File: config.mk
export PLATFORM = sky130hd
export DESIGN_NAME = slave_resp_mux
export DESIGN_NICKNAME = d
export VERILOG_FILES = /design/src/rtl/slave_resp_mux.sv
export SDC_FILE = /design/constraint.sdc
export NUM_CORES = 1
export LEC_CHECK = 0
export ABC_AREA = 1
export BUFFER_PORTS_ARGS = -buffer_cell sky130_fd_sc_hd__buf_2
export CAP_MARGIN = 20
export CORE_AREA = 2 2 64 66
export CTS_CLUSTER_DIAMETER = 40
export DETAILED_ROUTE_END_ITERATION = 12
export DIE_AREA = 0 0 66 68
export GPL_TIMING_DRIVEN = 0
export PLACE_DENSITY = 0.9
export SLEW_MARGIN = 15
export SYNTH_ARGS = -nofsm -noshare
export SYNTH_HDL_FRONTEND = slang
export SYNTH_SLANG_ARGS = --single-unit
File: constraint.sdc
create_clock -name HCLK -period 1.6 [get_ports HCLK]
set_input_delay 0.32 -clock HCLK [delete_from_list [all_inputs] [get_ports HCLK]]
set_output_delay 0.32 -clock HCLK [all_outputs]
set_load 0.005 [all_outputs]
File: src/rtl/slave_resp_mux.sv
// slave_resp_mux: return path from the bus slaves to the master.
// The decoder's one-hot select is captured in the address phase and steers
// HRDATA/HREADY/HRESP during the data phase. The block also acts as the
// default slave: unmapped or illegal decodes and slave timeouts are answered
// with a two-cycle ERROR response.
module slave_resp_mux #(
   parameter int DATA_W  = 32,
   parameter int TIMEOUT = 16
) (
   input  logic              HCLK,
   input  logic              HRESET,
   input  logic              sel_s0,
   input  logic              sel_s1,
   input  logic              sel_s2,
   input  logic [1:0]        HTRANS,
   input  logic [DATA_W-1:0] HRDATA_S0,
   input  logic [DATA_W-1:0] HRDATA_S1,
   input  logic [DATA_W-1:0] HRDATA_S2,
   input  logic              HREADYOUT_S0,
   input  logic              HREADYOUT_S1,
   input  logic              HREADYOUT_S2,
   input  logic              HRESP_S0,
   input  logic              HRESP_S1,
   input  logic              HRESP_S2,
   output logic [DATA_W-1:0] HRDATA,
   output logic              HREADY,
   output logic              HRESP,
   output logic              timeout_flag
);

   localparam int               CNT_W    = $clog2(TIMEOUT);
   localparam logic [CNT_W-1:0] WCNT_MAX = CNT_W'(TIMEOUT - 1);

   typedef enum logic [2:0] {
      ST_IDLE = 3'd0,
      ST_SLV0 = 3'd1,
      ST_SLV1 = 3'd2,
      ST_SLV2 = 3'd3,
      ST_ERR1 = 3'd4,
      ST_ERR2 = 3'd5
   } state_t;

   state_t            state_r;
   state_t            state_nxt_s;
   logic [CNT_W-1:0]  wcnt_r;
   logic [CNT_W-1:0]  wcnt_nxt_s;
   logic              flag_r;
   logic              flag_set_s;
   logic              is_slv_s;
   logic [DATA_W-1:0] hrdata_s;
   logic              hready_s;
   logic              hresp_s;
   logic              htrans_unused_s;

   // Only HTRANS[1] distinguishes active transfers from IDLE/BUSY.
   assign htrans_unused_s = HTRANS[0];

   // Map an address phase onto the data-phase state it opens.
   function automatic state_t decode_addr(input logic active, input logic [2:0] sel);
      state_t st;
      if (!active) begin
         st = ST_IDLE;
      end else begin
         case (sel)
            3'b001:  st = ST_SLV0;
            3'b010:  st = ST_SLV1;
            3'b100:  st = ST_SLV2;
            default: st = ST_ERR1;
         endcase
      end
      return st;
   endfunction

   assign is_slv_s = (state_r == ST_SLV0) || (state_r == ST_SLV1) || (state_r == ST_SLV2);

   // State, wait counter and sticky timeout flag registers.
   always_ff @(posedge HCLK) begin
      if (HRESET) begin
         state_r <= ST_IDLE;
         wcnt_r  <= {CNT_W{1'b0}};
         flag_r  <= 1'b0;
      end else begin
         state_r <= state_nxt_s;
         wcnt_r  <= wcnt_nxt_s;
         flag_r  <= flag_r | flag_set_s;
      end
   end

   // Next state: sample the address phase when HREADY is high, otherwise
   // count slave wait cycles and force an error once the budget is spent.
   always_comb begin
      state_nxt_s = state_r;
      wcnt_nxt_s  = {CNT_W{1'b0}};
      flag_set_s  = 1'b0;
      if (hready_s) begin
         state_nxt_s = decode_addr(HTRANS[1], {sel_s2, sel_s1, sel_s0});
      end else if (is_slv_s) begin
         if (wcnt_r == WCNT_MAX) begin
            state_nxt_s = ST_ERR1;
            flag_set_s  = 1'b1;
         end else begin
            wcnt_nxt_s = wcnt_r + CNT_W'(1'b1);
         end
      end else if (state_r == ST_ERR1) begin
         state_nxt_s = ST_ERR2;
      end else begin
         state_nxt_s = state_r;
      end
   end

   // Output decode: route the selected slave or produce the default-slave response.
   always_comb begin
      hrdata_s = {DATA_W{1'b0}};
      hready_s = 1'b1;
      hresp_s  = 1'b0;
      case (state_r)
         ST_IDLE: begin
            hrdata_s = {DATA_W{1'b0}};
            hready_s = 1'b1;
            hresp_s  = 1'b0;
         end
         ST_SLV0: begin
            hrdata_s = HRDATA_S0;
            hready_s = HREADYOUT_S0;
            hresp_s  = HRESP_S0;
         end
         ST_SLV1: begin
            hrdata_s = HRDATA_S1;
            hready_s = HREADYOUT_S1;
            hresp_s  = HRESP_S1;
         end
         ST_SLV2: begin
            hrdata_s = HRDATA_S2;
            hready_s = HREADYOUT_S2;
            hresp_s  = HRESP_S2;
         end
         ST_ERR1: begin
            hrdata_s = {DATA_W{1'b0}};
            hready_s = 1'b0;
            hresp_s  = 1'b1;
         end
         ST_ERR2: begin
            hrdata_s = {DATA_W{1'b0}};
            hready_s = 1'b1;
            hresp_s  = 1'b1;
         end
         default: begin
            hrdata_s = {DATA_W{1'b0}};
            hready_s = 1'b1;
            hresp_s  = 1'b0;
         end
      endcase
   end

   assign HRDATA       = hrdata_s;
   assign HREADY       = hready_s;
   assign HRESP        = hresp_s;
   assign timeout_flag = flag_r;

endmodule
* Word-level counts from Yosys, hierarchy flattened *
Index checks and enable logic that the tools add are counted.

storage, ports and cells
  register bits after elaboration = 8
  bits in latches = 0
  memory bits (writable) = 0
  bits in read-only memories = 0
  input bits = 109
  output and inout port bits = 35
  word-level logic and storage cells = 34
  memories kept = 0

operators by class
  add/sub/neg operators = 1
  multiply operators = 0
  divide/modulo/power cells = 0
  $lt $le $gt $ge = 0
  equality and inequality tests = 10
  shifts and indexed selects = 0
  multiplexer cells = 12
  bitwise logic cells = 2
  reductions and logical operators = 6

operators with widths
  kind                 count
  $pmux 32 s3          1
  $mux 3               5
  $eq 3x2->1 const B   3
  $eq 3x3->1 const B   3
  $pmux 3 s3           1
  $pmux 1 s4           2
  $eq 3x1->1 const B   2
  $add 4x1->4 const B  1
  $eq 4x4->1 const B   1
  $reduce_or 4->1      1
  $mux 1               3
  $ne 3x2->1 const B   1
  $reduce_bool 3->1    1
  $logic_or 1x1->1     2
  $reduce_and 2->1     1
  $reduce_or 2->1      1
  $not 1->1            1
  $or 1x1->1           1

* Logic depth before layout (Yosys ltp) *
  depth in word-level cells = 6
  gate-level depth with buffers = 10
  mapped depth without buffers = 9

* Worst setup path after synthesis *
OpenSTA, ideal clock, no wires.

  path kind = register to output
  start point = register state_r[0]
  end point = output HRDATA[30]
  arrival time = 1.050 ns
  data required time = 1.280 ns
  path slack = 0.230 ns
  cell stages (with the launch flop) = 6
  buffers on the path = 2
  cells stage by stage = dfxtp_1 buf_4 nor3_4 buf_6 nand2_2 nand3_1

between the ends
  cells in the longest elaborated chain, start to end = 2
  elaborated cells between the ends (all ways) = 4
  classes of those cells = eq/ne: 3; mux: 1

ends and longest elaborated chain
  what                                      line  source
  start, declared                           43    state_t state_r;
  start signal, assigned                    83    state_r <= state_nxt_s;
  $eq 3x2->1 or $eq 3x1->1 (tied branches)  116   case (state_r)
  $pmux 32 s3 *                             116
  end, declared                             25    output logic [DATA_W-1:0] HRDATA,

Every way passes the cells marked *; elsewhere a longest branch is shown, timed or not.

* Worst setup path after layout *
Same ends and word-level chain as after synthesis.

==> metrics <==
final slew viol count 0; P_sw 0.811 mW; Area Overhead vs Synth 96.5%; total power 1.90 mW; switching share of total power 42.6%; Crit Reg-Reg Startpoint state_r[1]$_SDFFE_PP0P_; initial antenna violation count 0; failing checks setup timing; global route total overflow 0; CP endpoint HRDATA[30]; RSZ-0062 raised after global routing true; Register-to-Register Path Depth 10; Yosys warnings 0; Layout fillers 344; total of max-cap violations 0; vias per cell 4.65; Worst EP arrival 1370 ps; Hold WC Path Type input pin to register; Slew @ Worst Pin 279 ps; htree depth 1; port bufs 142; Die Height 68 µm; WL final 5300 µm; fraction of the cycle the final worst path needs 105%; Fmax 593 MHz; syn_area_per_cell 5.91 µm²; core area 3860 µm²; DIE WIDTH 66 µm; CTS tree yes; R2R Path End state_r[2]$_SDFFE_PP0P_; synthesized instance count 208; Top FF cell, synth dfxtp_1; CP required 1280 ps; post-synthesis cell type count 27; Antenna diodes 0; top cells by area, synth nand2_1 28%, dfxtp_1 13%, nand3_1 11%; worst setup margin -87.5 ps; Power Internal 1.09 mW; post-synth top area share 28.4%; Die Area 4490 µm²; # rows 23; post-synthesis register bit count 8; area occupied by multi-input gates 1050 µm²; final hold vios 0; clk root buf clkbuf_8; clock skew 4.69 ps; routed length per placed instance 12.7 µm; Syn Std Cell Area 1230 µm²; routability cong. 0.831; Clk pwr share 12.4%; CP Capture Type primary output; Min Hold Slack 286 ps; HPWL Detailed 3900 µm; worst skew pair latency 220 ps; flop2flop setup slack 190 ps; crit path from state_r[0]$_SDFFE_PP0P_; register area share after synthesis 13.0%; DP Worst Slack -97.5 ps; register area 171 µm²; initial DRC count 81; total CTS buffers 3; maximum vdd ir drop 0.654 mV; combinational share of power 72.6%; Max Buffers Root-to-Sink 2; Setup Viol. Count Final 33; post-layout util 62.7%; post-route cell area 2420 µm²; Post-synth ARST share 0%; clock slew at reported path FFs 40 ps; initial core utilization 31.9%; share of total power in sequential cells 15.0%; gr usage total 19.4%; drt drc 0; dominant cell type by area after synthesis nand2_1; startpoint types register; largest net degree at the start of global routing 11; Pleak 1.47 nW; crit path kind register to primary output; Syn Nets 318; status complete, but fails checks; max_slew headroom 81.3%; clock sinks 8; placed inst area 2000 µm²; pwr dens 788 nW/µm²; Post-synth top cells 93 x nand2_1, 27 x nand3_1, 13 x nand2_2; # IOs 144; Final #Nets 480; most frequent cell after synthesis nand2_1; routed via count 1,945; Post-synth EDFFs 0; first-pass GRT wire length 6960 µm; post-layout min period 1690 ps; layout cells sized above 1 64.9%; vias in the first global route 1,647; post-route ant nets 0; worst-path fanout max 10; router iterations before antenna repair 6
[kinds of logic after synthesis]
| group | synth area share [%] |
|---|---|
| simple gates | 67.2 |
| buf+inv | 11.6 |
| compound gates | 5.70 |
| flops | 13.0 |
| xor+xnor | 1.42 |
| fa+ha+maj | 1.02 |
[timing repair]
| item | in CTS | in global routing |
|---|---|---|
| endpoints found under the setup margin | 34 | 34 |
| gates resized for setup | 35 | 29 |
| setup buffers | 8 | 4 |
| pin swaps | 10 | 11 |
| gates cloned | 2 | 2 |
| hold buffers | 0 | 0 |
[cells in the final DEF, fill, tap and decap left out, drive strengths merged]
cell,synthesis,routed
a21oi,1,1
o21ai,3,3
xnor2,1,1
inv,13,13
clkinv,1,1
dfxtp,8,8
nor2,12,12
ha,1,1
nand3,38,38
a22oi,5,5
nand4,4,4
nor3,1,1
xor2,1,1
clkbuf,0,3
o2111ai,1,1
nand2,108,108
buf,10,167
[critical path, cell delays in order, from the launching register on]
cell     delay (ps)
dfxtp_4         370
nor3_4          230
buf_6           170
buf_12          140
nand2_2          60
nand3_2          70
buf_2           110
[metrics by stage]
stage | std cells | TNS [ps]
after floorplan | 208 | 0
after global placement | 400 | -1200
after detailed placement | 400 | -1400
after CTS | 412 | -1960
after global routing | 418 | -4080
final | 418 | -1820
[layer usage]
layer  global-route usage, %  vias to the layer above  wire length (µm)
li1                        -                      992                 -
met1                    22.0                      873              1910
met2                    39.4                       78              3000
met3                    2.30                        2               368
met4                    2.55                        0                16
met5                       0                        -                 0
[state kept, by name, indices dropped and copies added (netlist names)]
name / flops
timeout_flag: 1
state_r: 3
wcnt_r: 4
[worst min-delay path by stage]
stage                                     from                 endpoint  slack (ps)  depth (start not counted)
after floorplan                         HRESET  timeout_flag$_SDFF_PP0_         390                          1
after global placement    wcnt_r[0]$_SDFF_PP0_     wcnt_r[0]$_SDFF_PP0_         440                          1
after detailed placement  wcnt_r[0]$_SDFF_PP0_     wcnt_r[0]$_SDFF_PP0_         450                          1
after CTS                               HRESET  timeout_flag$_SDFF_PP0_         280                          2
after global routing                    HRESET  timeout_flag$_SDFF_PP0_         290                          2
final                                   HRESET  timeout_flag$_SDFF_PP0_         290                          2
[layout make-up]
class                           instances  share of cell area (%)
Buffer                                  9                    5.18
Clock buffer                            3                    1.71
Inverter                               14                    2.59
Multi-Input combinational cell        176                    43.6
Sequential cell                         8                    7.09
Tap cell                               50                    2.59
Timing Repair Buffer                  158                    37.3
[power by group through the flow]
| stage | Clock [mW] | Sequential (mW) | Combinational [mW] |
|---|---|---|---|
| 2_1_floorplan | 0 | 0.246 | 0.637 |
| 3_3_place_gp | 0 | 0.249 | 1.04 |
| 4_1_cts | 0.238 | 0.278 | 1.19 |
| 5_1_grt | 0.246 | 0.290 | 1.51 |
| 6_report | 0.236 | 0.285 | 1.38 |
| 3_5_place_dp | 0 | 0.251 | 1.07 |
Note: power is estimated with default switching activity, not from simulation.
